`src/rtl/alif2_ctrl.sv`:
```
// alif2_ctrl: supervisory controller for a vehicle's on-board computer and drive enable.
//   - shut_off_computer rises one cycle after an overheat sample. After the overheat
//     clears it stays high for HOLD_CYCLES+1 more cycles. A new overheat during that
//     time restarts the hold.
//   - keep_driving and drive_state follow arrived / gas_tank_empty. arrived has priority.
//   - overheat_count counts rising edges of cpu_overheated and stops at its maximum value.
// Optional macro ALIF2_SYNC_EN adds a 2-flop synchronizer on each input. Latency is then 3 cycles.
module alif2_ctrl #(
  parameter int HOLD_CYCLES = 4,
  parameter int CNT_W       = 8
) (
  input  logic             clk,
  input  logic             rst,
  input  logic             cpu_overheated,
  input  logic             arrived,
  input  logic             gas_tank_empty,
  output logic             shut_off_computer,
  output logic             keep_driving,
  output logic [1:0]       drive_state,
  output logic [CNT_W-1:0] overheat_count
);

  // Hold counter is at least one bit wide, so HOLD_CYCLES=0 still gives a legal vector.
  localparam int HW = (HOLD_CYCLES > 0) ? $clog2(HOLD_CYCLES + 1) : 1;
  localparam logic [HW-1:0] HOLD_LD = HW'(HOLD_CYCLES);

  typedef enum logic [1:0] {
    ST_RESET_STOP = 2'd0,
    ST_DRIVING    = 2'd1,
    ST_ARRIVED    = 2'd2,
    ST_NO_GAS     = 2'd3
  } drive_state_t;

  logic w_oh;
  logic w_ar;
  logic w_ge;

`ifdef ALIF2_SYNC_EN
  logic [2:0] r_sync1;
  logic [2:0] r_sync2;

  // Two-flop synchronizer on each input; the logic below sees only the second stage.
  always_ff @(posedge clk or posedge rst) begin
    if (rst) begin
      r_sync1 <= 3'b000;
      r_sync2 <= 3'b000;
    end else begin
      r_sync1 <= {cpu_overheated, arrived, gas_tank_empty};
      r_sync2 <= r_sync1;
    end
  end

  assign {w_oh, w_ar, w_ge} = r_sync2;
`else
  assign w_oh = cpu_overheated;
  assign w_ar = arrived;
  assign w_ge = gas_tank_empty;
`endif

  drive_state_t     r_state;
  drive_state_t     w_state_next;
  logic             r_keep;
  logic             w_keep_next;
  logic             r_shut;
  logic             w_shut_next;
  logic [HW-1:0]    r_hold;
  logic [HW-1:0]    w_hold_next;
  logic             r_prev_oh;
  logic [CNT_W-1:0] r_cnt;
  logic [CNT_W-1:0] w_cnt_next;
  logic             w_rise;

  // State and output registers. Reset clears everything, including a pending hold.
  always_ff @(posedge clk or posedge rst) begin
    if (rst) begin
      r_state   <= ST_RESET_STOP;
      r_keep    <= 1'b0;
      r_shut    <= 1'b0;
      r_hold    <= '0;
      r_prev_oh <= 1'b0;
      r_cnt     <= '0;
    end else begin
      r_state   <= w_state_next;
      r_keep    <= w_keep_next;
      r_shut    <= w_shut_next;
      r_hold    <= w_hold_next;
      r_prev_oh <= w_oh;
      r_cnt     <= w_cnt_next;
    end
  end

  // Next drive state is set every cycle by the inputs. arrived wins over an empty tank.
  always_comb begin
    w_state_next = ST_DRIVING;
    case ({w_ar, w_ge})
      2'b00:   w_state_next = ST_DRIVING;
      2'b01:   w_state_next = ST_NO_GAS;
      2'b10:   w_state_next = ST_ARRIVED;
      2'b11:   w_state_next = ST_ARRIVED;
      default: w_state_next = ST_RESET_STOP;
    endcase
    w_keep_next = (w_state_next == ST_DRIVING);
  end

  // Shut-off hold: overheat reloads the counter. Once the overheat clears, the counter
  // counts down to zero, and the output drops on the cycle it reads zero.
  always_comb begin
    w_shut_next = r_shut;
    w_hold_next = r_hold;
    if (w_oh) begin
      w_shut_next = 1'b1;
      w_hold_next = HOLD_LD;
    end else if (r_shut) begin
      if (r_hold == '0) begin
        w_shut_next = 1'b0;
      end else begin
        w_hold_next = r_hold - HW'(1);
      end
    end else begin
      w_hold_next = r_hold;
    end
  end

  assign w_rise = w_oh & ~r_prev_oh;

  // Saturating counter of overheat rising edges.
  always_comb begin
    w_cnt_next = r_cnt;
    if (w_rise && (r_cnt != {CNT_W{1'b1}})) begin
      w_cnt_next = r_cnt + CNT_W'(1);
    end else begin
      w_cnt_next = r_cnt;
    end
  end

  assign shut_off_computer = r_shut;
  assign keep_driving      = r_keep;
  assign drive_state       = r_state;
  assign overheat_count    = r_cnt;

endmodule

```
`config.mk`:
```
export PLATFORM = sky130hd
export DESIGN_NAME = alif2_ctrl
export DESIGN_NICKNAME = d
export VERILOG_FILES = /design/src/rtl/alif2_ctrl.sv
export SDC_FILE = /design/constraint.sdc
export NUM_CORES = 1
export LEC_CHECK = 0
export ABC_CLOCK_PERIOD_IN_PS = 1500
export BUFFER_PORTS_ARGS = -buffer_cell sky130_fd_sc_hd__buf_2
export CAP_MARGIN = 10
export CORE_UTILIZATION = 39
export DETAILED_ROUTE_END_ITERATION = 10
export PLACE_DENSITY = 0.68
export SKIP_LAST_GASP = 1
export SYNTH_ARGS = -nofsm -noshare
export SYNTH_HDL_FRONTEND = slang
export SYNTH_SLANG_ARGS = --single-unit
```
`constraint.sdc`:
```
create_clock -name clk -period 1.5 [get_ports clk]
set_input_delay 0.075 -clock clk [delete_from_list [all_inputs] [get_ports clk]]
set_output_delay 0.075 -clock clk [all_outputs]
set_load 0.1 [all_outputs]
```
==> flow_summary.toml <==
[run_status]
status = "complete, but fails checks"
violations = "design-rule violations"

[cts]
cts.clk_slew.worst_paths_ns = 0.10
cts-root-buf = "clkbuf_4"
cts.sinks = 16
cts_buffer_depth = 2
cts_tree = "built"
post-cts-setup-buffers = 0
htree_num_levels = 1
clock_latency_ns = 0.29
cts_made_buffers = 3

[synth]
ys_async_sr_fraction = 1.00
synth_compound_area_frac = 0.0351
synth_area_leaders = "dfrtp_1 (59%), xnor2_1 (7.7%), ha_1 (5.5%)"
syn_inst = 58
synthAdderAreaFrac = 0.0554
syn-num-nets = 66
synth_edf_count = 0
netlist_area_um2 = 678
synth_xor_area_frac = 0.0775
synth_top_area_share = 0.590
seq_area_frac_synth = 0.590
syn_avg_cell_area_um2 = 11.7
synthMuxAreaShare = 0.0498
yosysMostFrequentCell = "dfrtp_1"
synth_top_cell_by_area = "dfrtp_1"
synth_seq_cells = 16
synthSimpleGateAreaFrac = 0.159
synth_top_flop_cell = "dfrtp_1"
synth_top_family_by_area = "simple AND/OR/NAND/NOR gates"
synth_common_cells = "dfrtp_1 (16), inv_1 (6), xnor2_1 (6)"
yosys_warnings = 0
synth_cell_type_count = 17

[setup_path]
crit_type = "in -> reg"
critical-path-max-stage-delay_ns = 0.54
cp.arrival_ns = 1.63
path_max_fanout = 6
rrSetupSlack_ns = 0.07
cp.required_ns = 1.68
crit_family = "buffers and inverters"
path_cells = "dlygate4sd3_1 -> buf_2 -> and2b_2 -> and3_1 -> nand4_1 -> mux2_2"
cp_num_buf_inv = 2
end_kind = "register"
worst_setup_path_start_kind = "input port"
critPathSlowestCell = "dlygate4sd3_1"

[run]
cap_viol_max_count = 0

[die]
ios = 17
die_w_um = 43.7
num_rows = 14
fp.dieH_um = 43.7
die-area_um2 = 1910
initial_core_util = 0.435
coreArea_um2 = 1560

[worst_hold_path]
hp-class = "in -> async"

[sta]
slew_viol_final = 0
fmax_mhz = 690
post-route-min-period_ns = 1.45
slew_headroom = 0.609
setup_tns_ns = 0
timing_hold_violations_final = 0
min_period_over_period = 0.966
skew_ns = 0.00831
setup_violations = 0
tightest_slew_ns = 0.585

[finish]
area_growth_pct = 31.9
drive_gt1_frac = 0.440
insertedDiodeCount = 0
nNetsFinal = 93
num-fill-cells = 144

[grt]
busiest_layer = "met2"
grt_max_degree = 17
grt_pass1_wl_um = 2030
grt_usage = 0.152
gr-usage-met1 = 0.208
grt_pass1_vias = 441
grt-ovfl-total = 0
met2_usage = 0.209
met3_usage = 0.0500
antenna_found_initial = 0

[detailed_routing]
wl_um = 1130
avgViaCountPerCell = 4.93
vias = 493
drt_iter0_drc = 10
postRouteAntennaNets = 0
routedWlPerCell_um = 11.3
first_pass_iters = 6
drc = 1

[place]
dp_hpwl_um = 791
io_buffers = 16
routabilityCongestion = 0.729
-- registers in the layout (all words and copies together), names as in the netlist --
register and count:
drive_state 2, shut_off_computer 1, keep_driving 1, r_prev_oh 1, r_hold 3, overheat_count 8
-- metrics by stage --
step / setup WS [ns] / cell area [um^2] / hold WS [ns] / util / cells
finish: 0.0513 / 895 / 0.399 / 0.574 / 100
global route: -0.000314 / 895 / 0.463 / 0.574 / 100
CTS: 0.0506 / 888 / 0.399 / 0.570 / 100
detailed placement: 0.0622 / 822 / 0.171 / 0.527 / 92
global placement: 0.0778 / 822 / 0.172 / 0.527 / 92
floorplan: -0.228 / 707 / -0.0117 / - / 58
-- tightest hold or removal path, delay by kind of cell --
family	cells	cell delay, ns
buf+inv	3	1.09
-- kinds of logic (layout without fill, tap and decap cells) --
kind of cell / count (synthesis) / after routing
buf+inv: 6 / 32
simple gates: 20 / 20
compound gates: 4 / 4
mux: 3 / 3
flops: 16 / 16
xor+xnor: 6 / 6
fa+ha+maj: 3 / 3
-- layer usage --
layer | wire [um] | vias to the layer above | share of wire
li1 | - | 251 | -
met1 | 578 | 225 | 0.51
met2 | 476 | 13 | 0.42
met3 | 49 | 4 | 0.043
met4 | 25 | 0 | 0.022
met5 | 0 | - | 0
-- path summary, 6_finish.rpt --
check | depth (start not counted) | end | startpoint
max | 6 | overheat_count[6] | cpu_overheated
min | 3 | r_hold[1] | rst
max reg2reg | 4 | overheat_count[1] | overheat_count[3]
min reg2reg | 1 | overheat_count[5] | overheat_count[5]
max in group asynchronous | 3 | overheat_count[0] | rst
min in group clk | 3 | drive_state[0] | arrived
-- cells in the final DEF, fill, tap and decap left out, drive strengths merged --
master,instances
xnor2,6
and4,2
a211o,1
nand2b,1
a21oi,2
o21ai,1
nand3,3
clkbuf,4
mux2,3
dfrtp,16
and2b,1
inv,6
ha,3
dlygate4sd3,4
nand4,3
nor2,3
nand2,5
and3,1
buf,18
nor3,1
-- what timing repair did --
item / in CTS / in global routing
hold buffers: 4 / 0
hold endpoints to repair: 21 / 0
setup endpoints to repair: 0 / 3
gates resized for setup: 0 / 3
-- area by class of cell --
type | count | area [um^2] | share of cell area
Sequential cell | 16 | 417 | 0.466
Multi-Input combinational cell | 36 | 274 | 0.306
Timing Repair Buffer | 22 | 135 | 0.151
Clock buffer | 4 | 26.3 | 0.0294
Inverter | 6 | 22.5 | 0.0252
Tap cell | 16 | 20.0 | 0.0224
Power is not shown: default switching activity piles up to over one toggle a cycle in this logic, so the estimate is an artifact.
